===== config.mk =====
export PLATFORM = sky130hd
export DESIGN_NAME = cmd_sender
export DESIGN_NICKNAME = d
export VERILOG_FILES = /design/src/rtl/cmd_sender.sv
export SDC_FILE = /design/constraint.sdc
export NUM_CORES = 1
export LEC_CHECK = 0
export ABC_CLOCK_PERIOD_IN_PS = 2410
export CORE_UTILIZATION = 52
export DETAILED_ROUTE_END_ITERATION = 6
export GPL_TIMING_DRIVEN = 0
export HOLD_SLACK_MARGIN = 0.03
export PLACE_DENSITY = 0.79
export SYNTH_ARGS = -nofsm -noshare
export SYNTH_HDL_FRONTEND = slang
export SYNTH_SLANG_ARGS = --single-unit
export TNS_END_PERCENT = 100

===== constraint.sdc =====
create_clock -name clk -period 2.41 [get_ports clk]
set_input_delay 0.482 -clock clk [delete_from_list [all_inputs] [get_ports clk]]
set_output_delay 0.482 -clock clk [all_outputs]
set_load 0.005 [all_outputs]

===== src/rtl/cmd_sender.sv =====
// Host-side DDS link encoder: serialises a latched 32-bit tuning word into the
// command/data byte frame decoded by `communication`, via a UART tx handshake.
//
// state   | meaning
// --------+--------------------------------------------------------------
// IDLE    | waiting for start; busy=0
// LOAD    | present byte(index) on tx_byte
// SEND    | wait for UART idle, then pulse transmit
// WAIT_HI | wait for tx_busy to rise, bounded by TIMEOUT
// WAIT_LO | wait for tx_busy to fall, then next byte or finish
// DONE    | one-cycle done pulse
module cmd_sender #(
   parameter logic [7:0] CMD_BYTE0  = 8'hA0,
   parameter logic [7:0] CMD_BYTE1  = 8'hA1,
   parameter logic [7:0] CMD_BYTE2  = 8'hA2,
   parameter logic [7:0] CMD_BYTE3  = 8'hA3,
   parameter logic [7:0] CMD_SET    = 8'hA4,
   parameter logic [7:0] CMD_ENABLE = 8'hA5,
   parameter int         TIMEOUT    = 16
) (
   input  logic        clk,
   input  logic        rst,
   input  logic        start,
   input  logic [31:0] m_in,
   input  logic        send_enable,
   output logic        transmit,
   output logic [7:0]  tx_byte,
   input  logic        tx_busy,
   output logic        busy,
   output logic        done,
   output logic        error
);

   localparam int TW = $clog2(TIMEOUT + 1);

   typedef enum logic [2:0] {
      S_IDLE,
      S_LOAD,
      S_SEND,
      S_WAIT_HI,
      S_WAIT_LO,
      S_DONE
   } state_t;

   state_t        state, state_nxt;
   logic [3:0]    index, index_nxt;
   logic [31:0]   word, word_nxt;
   logic          send_en, send_en_nxt;
   logic [TW-1:0] timer, timer_nxt;
   logic          error_nxt;
   logic          transmit_nxt;
   logic [7:0]    tx_byte_nxt;
   logic [7:0]    frame_byte;
   logic [3:0]    last_index;

   assign busy       = (state != S_IDLE);
   assign done       = (state == S_DONE);
   assign last_index = send_en ? 4'd9 : 4'd8;

   always_comb begin
      frame_byte = 8'h00;
      case (index)
         4'd0:    frame_byte = CMD_BYTE0;
         4'd1:    frame_byte = word[7:0];
         4'd2:    frame_byte = CMD_BYTE1;
         4'd3:    frame_byte = word[15:8];
         4'd4:    frame_byte = CMD_BYTE2;
         4'd5:    frame_byte = word[23:16];
         4'd6:    frame_byte = CMD_BYTE3;
         4'd7:    frame_byte = word[31:24];
         4'd8:    frame_byte = CMD_SET;
         4'd9:    frame_byte = CMD_ENABLE;
         default: frame_byte = 8'h00;
      endcase
   end

   always_ff @(posedge clk or posedge rst) begin
      if (rst) begin
         state    <= S_IDLE;
         index    <= 4'd0;
         word     <= 32'd0;
         send_en  <= 1'b0;
         timer    <= '0;
         error    <= 1'b0;
         transmit <= 1'b0;
         tx_byte  <= 8'h00;
      end else begin
         state    <= state_nxt;
         index    <= index_nxt;
         word     <= word_nxt;
         send_en  <= send_en_nxt;
         timer    <= timer_nxt;
         error    <= error_nxt;
         transmit <= transmit_nxt;
         tx_byte  <= tx_byte_nxt;
      end
   end

   always_comb begin
      state_nxt    = state;
      index_nxt    = index;
      word_nxt     = word;
      send_en_nxt  = send_en;
      timer_nxt    = timer;
      error_nxt    = error;
      transmit_nxt = 1'b0;
      tx_byte_nxt  = tx_byte;
      case (state)
         S_IDLE: begin
            if (start) begin
               word_nxt    = m_in;
               send_en_nxt = send_enable;
               error_nxt   = 1'b0;
               index_nxt   = 4'd0;
               state_nxt   = S_LOAD;
            end
         end
         S_LOAD: begin
            tx_byte_nxt = frame_byte;
            state_nxt   = S_SEND;
         end
         S_SEND: begin
            // a previous byte may still be shifting out; never overrun the UART
            if (!tx_busy) begin
               transmit_nxt = 1'b1;
               timer_nxt    = '0;
               state_nxt    = S_WAIT_HI;
            end
         end
         S_WAIT_HI: begin
            if (tx_busy) begin
               state_nxt = S_WAIT_LO;
            end else if (timer == TW'(TIMEOUT - 1)) begin
               error_nxt = 1'b1;
               state_nxt = S_IDLE;
            end else if (timer != {TW{1'b1}}) begin
               timer_nxt = timer + 1'b1;
            end
         end
         S_WAIT_LO: begin
            if (!tx_busy) begin
               if (index >= last_index) begin
                  state_nxt = S_DONE;
               end else begin
                  index_nxt = index + 4'd1;
                  state_nxt = S_LOAD;
               end
            end
         end
         S_DONE: begin
            state_nxt = S_IDLE;
         end
         default: begin
            state_nxt = S_IDLE;
         end
      endcase
   end

endmodule


# Word level (Yosys, flattened, before mapping)
# Index checks and enable logic that the tools add are counted.
dict set report totals {
  ff_bits 55
  latch_bits 0
  mem_bits_rw 0
  mem_bits_ro 0
  in_bits 37
  out_inout_bits 12
  wordCells 71
  n_memories 0
}
dict set report classes {
  add_sub_neg 2
  n_mul 0
  div 0
  n_lt_le_gt_ge 1
  n_eq_ne 25
  n_shift 0
  mux 24
  n_bitwise 0
  n_reduce_logical 11
}
# operator n
set op_table {}
lappend op_table {{$pmux W8 S10} 1}
lappend op_table {{$mux W5} 4}
lappend op_table {{$mux W3} 6}
lappend op_table {{$eq A4 B3 Y1 const B} 4}
lappend op_table {{$ne A2 B2 Y1 const B} 8}
lappend op_table {{$pmux W3 S5} 1}
lappend op_table {{$mux W4} 3}
lappend op_table {{$reduce_and A4 Y1} 3}
lappend op_table {{$pmux W5 S2} 1}
lappend op_table {{$eq A4 B2 Y1 const B} 2}
lappend op_table {{$eq A4 B4 Y1 const B} 2}
lappend op_table {{$pmux W4 S2} 1}
lappend op_table {{$eq A3 B2 Y1 const B} 2}
lappend op_table {{$eq A3 B3 Y1 const B} 2}
lappend op_table {{$mux W1} 6}
lappend op_table {{$reduce_bool A2 Y1} 3}
lappend op_table {{$add A5 B1 Y5 const B} 1}
lappend op_table {{$eq A5 B4 Y1 const B} 1}
lappend op_table {{$ne A5 B5 Y1 const B} 1}
lappend op_table {{$reduce_and A5 Y1} 1}
lappend op_table {{$add A4 B1 Y4 const B} 1}
lappend op_table {{$eq A4 B1 Y1 const B} 1}
lappend op_table {{$ge A4 B4 Y1} 1}
lappend op_table {{$logic_not A4 Y1} 1}
lappend op_table {{other kinds (6)} 6}

# Logic depth before layout (Yosys ltp)
dict set report logic_depth {
  depth_word 5
  mapped_depth 7
  ltp_nobuf 7
}

# Worst setup path before layout
# No wires, ideal clock.
dict set report synth_timing {
  path_kind {reg2reg}
  start {reg index[0]}
  end {reg index[0]}
  setup_time_ps 116
  arrival_time_ps 1616
  required_time_ps 2294
  setup_slack_ps 678
  stages_incl_launch_ff 7
  n_path_buf 0
  period_less_slack_ps 1732
  cell_sequence {dfrtp_1 -> inv_1 -> ha_1 -> or4b_4 -> a21oi_2 -> nand4_1 -> o311ai_0}
}
dict set report synth_between {
  elab_chain_cells 4
  elab_cells_between_ends 7
  classes_between {1 x add/sub; 1 x order compare; 1 x eq/ne; 3 x mux; 1 x reduce/logical}
}
# element line
set synth_rtl {}
lappend synth_rtl {{start, declared} 46} ;# logic [3:0] index, index_nxt;
lappend synth_rtl {{start signal, assigned} 89} ;# index <= index_nxt;
lappend synth_rtl {{$add A4 B1 Y4} 145} ;# index_nxt = index + 4'd1;
lappend synth_rtl {{$mux W4} 142} ;# if (index >= last_index) begin
lappend synth_rtl {{$mux W4} 141} ;# if (!tx_busy) begin
lappend synth_rtl {{$pmux W4 S2} 108} ;# case (state)
# Several ways; a longest one is shown, not always the timed one. The select of a mux whose other input is x is not followed.
# A chain may end at the register's enable or synchronous reset.

# Worst setup path after layout
dict set report layout_timing {
  start {reg state[0]}
  end {out busy}
}
dict set report layout_between {
  elab_chain_cells 1
}
# element line
set layout_rtl {}
lappend layout_rtl {{start, declared} 45} ;# state_t state, state_nxt;
lappend layout_rtl {{start signal, assigned} 88} ;# state <= state_nxt;
lappend layout_rtl {{$reduce_bool A3 Y1} 56} ;# assign busy = (state != S_IDLE);
lappend layout_rtl {{end, declared} 29} ;# output logic busy,
# No other way between the ends.

==> results.sh <==
export IMPL_status="finished clean"
export IMPL_clk_pin_slew_ns=0.10
export IMPL_ctsResizeCount=0
export IMPL_rsz0062_at_grt="no"
export IMPL_h_tree_depth=2
export IMPL_synth_area_um2=2660
export IMPL_postSynthAreaPerCell_um2=11.7
export IMPL_slew_headroom_pct=62.2
export IMPL_ant_nets=0
export IMPL_vdd_drop_max_mv=0.560
export IMPL_clockBufferDepth=2
export IMPL_grt_ovfl_total=0
export IMPL_dr_pass1_iters=4
export IMPL_drc=0
export IMPL_synth_cell_types=41
export IMPL_drive_gt1_share_pct=20.7
export IMPL_grt_max_degree=38
export IMPL_fin_tns_setup_ns=0
export IMPL_area_growth_pct=26.4
export IMPL_initial_core_util_pct=55.2
export IMPL_root_buffer="clkbuf_8"
export IMPL_routed_wl_mm=5.56
export IMPL_maxCapViolCount=0
export IMPL_fin_crit_sh_pct=93.2
export IMPL_n_antenna_cell=0
export IMPL_critical_path_peak_fanout=10
export IMPL_cellPowerDensity_nw_per_um2=1090
export IMPL_via_count=1966
export IMPL_worst_setup_path_end_kind="output port"
export IMPL_dieArea_um2=5410
export IMPL_grt_antenna_before_repair=0
export IMPL_cts_tree="built"
export IMPL_rr_startpoint="timer[0]"
export IMPL_ys_warnings_count=0
export IMPL_ios=49
export IMPL_setup_violations=0
export IMPL_place_ws_ns=0.0840
export IMPL_synth_cells=228
export IMPL_leakage_nw=1.42
export IMPL_io_buffers=48
export IMPL_nNetsFinal=329
export IMPL_r2r_cells=6
export IMPL_finalHoldViolCount=0
export IMPL_fmax_mhz=445
export IMPL_worstMarginPinSlew_ns=0.565
export IMPL_synth_seq_cells=55
export IMPL_cts_hold_buf=0
export IMPL_drt_iter0_markers=188
export IMPL_hp_class="input port to asynchronous set/reset pin"
export IMPL_fp_dieW_um=73.5
export IMPL_grt_pass1_vias=1904
export IMPL_worst_endpoint_arrival_ns=1.76
export IMPL_grt_pass1_wl_mm=9.22
export IMPL_timing_worst_setup_path_type="flip-flop to output port"
export IMPL_synth_seq_area_share_pct=51.7
export IMPL_cts_setup_buffers=0
export IMPL_setup_ws_ns=0.164
export IMPL_totalPowerFinal_mw=3.67
export IMPL_chipHeight_um=73.5
export IMPL_reg2reg_slack_ns=0.46
export IMPL_cts_buffers=5
export IMPL_grt_total_usage_pct=22.9
export IMPL_synth_nets=273
export IMPL_vias_per_cell=5.59
export IMPL_r2r_end="timer[4]"
export IMPL_cts_sinks=55
export IMPL_globalplace_congestion=0.819
export IMPL_clk_insertion_delay_late_ns=0.31
export IMPL_coreArea_um2=4820
export IMPL_crit_required_ns=1.93
export IMPL_place_hpwl_mm=4.12
export IMPL_clock_skew_ns=0.00708
export IMPL_report_final_slew_viol_count=0
export IMPL_std_cell_rows=25
export IMPL_crit_path_start_kind="flip-flop"
export IMPL_fin_crit_ns=2.25
export IMPL_post_drt_wl_per_cell_um=15.8
## power breakdown
group | switching [mW] | total (mW) | internal [mW] | leakage (nW)
combinational | 0.681 | 1.47 | 0.787 | 0.669
sequential | 0.244 | 1.57 | 1.33 | 0.685
clock | 0.299 | 0.636 | 0.336 | 0.0612
## layout make-up
cell class	count	area [µm²]
fillers	402	1460
clock buffers	6	82.6
repair buffers	49	500
clock inverters	2	35.0
inverters	8	32.5
plain buffers	11	81.3
well taps	67	83.8
multi-input cells	154	1170
flip-flops and latches	55	1380
## metal layers
layer,share of wire (%),global-route usage (%),vias up
li1,-,-,949
met1,49,33.6,955
met2,45,34.6,56
met3,4.7,3.70,6
met5,0,0,-
met4,1.2,7.48,0
## through the flow
stage	cells	cell area, µm²	hold slack (ns)	util [%]
6_report	352	3360	0.470	69.8
5_1_grt	352	3360	0.526	69.8
4_1_cts	352	3360	0.494	69.8
3_5_place_dp	344	3240	0.476	67.4
3_3_place_gp	343	3220	0.470	66.9
2_1_floorplan	228	2660	0.458	-
## cells by family after synthesis
logic type / after synthesis / synth area share, %
fa+ha+maj: 8 / 3.76
xor+xnor: 2 / 0.659
buf+inv: 19 / 4.28
mux: 38 / 15.9
compound gates: 52 / 13.3
flops: 55 / 51.7
simple gates: 54 / 10.3
## worst max-delay path by stage
stage,start,to,slack [ns],cells past startpoint
after floorplan,rst,error,0.59,1
after global placement,rst,word[26],-0.42,2
after detailed placement,start,word[9],0.08,5
after CTS,state[0],busy,0.17,4
after global routing,state[0],busy,0.08,4
final,state[0],busy,0.16,4
## worst max-delay path, cell delays in order, from the launching register on
cell and delay, ns:
dfrtp_1 0.43, buf_2 0.19, nor2_1 0.30, nand2_1 0.09, clkdlybuf4s50_1 0.45
## Yosys cell counts
cell type  number  area share [%]
mux2i_1         4             1.5
a221oi_1        3            0.99
buf_2           5            0.94
a22o_1          5             1.6
nand3_1         6             1.1
o22a_1          1            0.33
a31oi_1         4            0.94
o311ai_0        1            0.33
or3_1           1            0.24
o41ai_1         2            0.66
ha_1            8             3.8
buf_1           1            0.14
o22ai_1         2            0.47
inv_1           7            0.99
nand2_2         1            0.24
a31o_2          1            0.33
o21a_1          1            0.28
and3_1          2            0.47
inv_4           1            0.24
nor3_1          2            0.38
nor3b_1         2            0.56
buf_4           1            0.28
o21ai_0        13             2.4
xor2_1          2            0.66
dfrtp_1        55              52
nor4_1          1            0.24
nand2_1        18             2.5
o32ai_1         1            0.33
buf_6           4             1.7
a21oi_2         2            0.66
nand2b_1        1            0.24
nand4_1         3            0.71
a2bb2oi_1       1            0.33
nor3_4          1            0.61
or4b_4          2             1.0
nor2_1         14             2.0
mux2_1          3             1.3
a21oi_1         7             1.3
mux2_2         31              13
o31ai_1         3            0.85
a22oi_1         5             1.4
## sequential cells by signal, indices dropped and copies added (netlist names)
register	count
transmit	1
send_en	1
index	4
word	32
error	1
state	3
timer	5
tx_byte	8
## cell usage in the layout, fill, tap and decap left out, types with 5 or more instances in the layout
cell type        netlist  final
dfrtp_1               55     55
clkdlybuf4s50_1        0     48
mux2_2                31     31
nand2_1               18     18
nor2_1                14     14
o21ai_0               13     13
ha_1                   8      8
a21oi_1                7      7
nand3_1                6      6
inv_1                  7      6
clkbuf_8               0      6
buf_2                  5      5
a22o_1                 5      5
a22oi_1                5      5
Note: power is estimated with default switching activity, not from simulation.
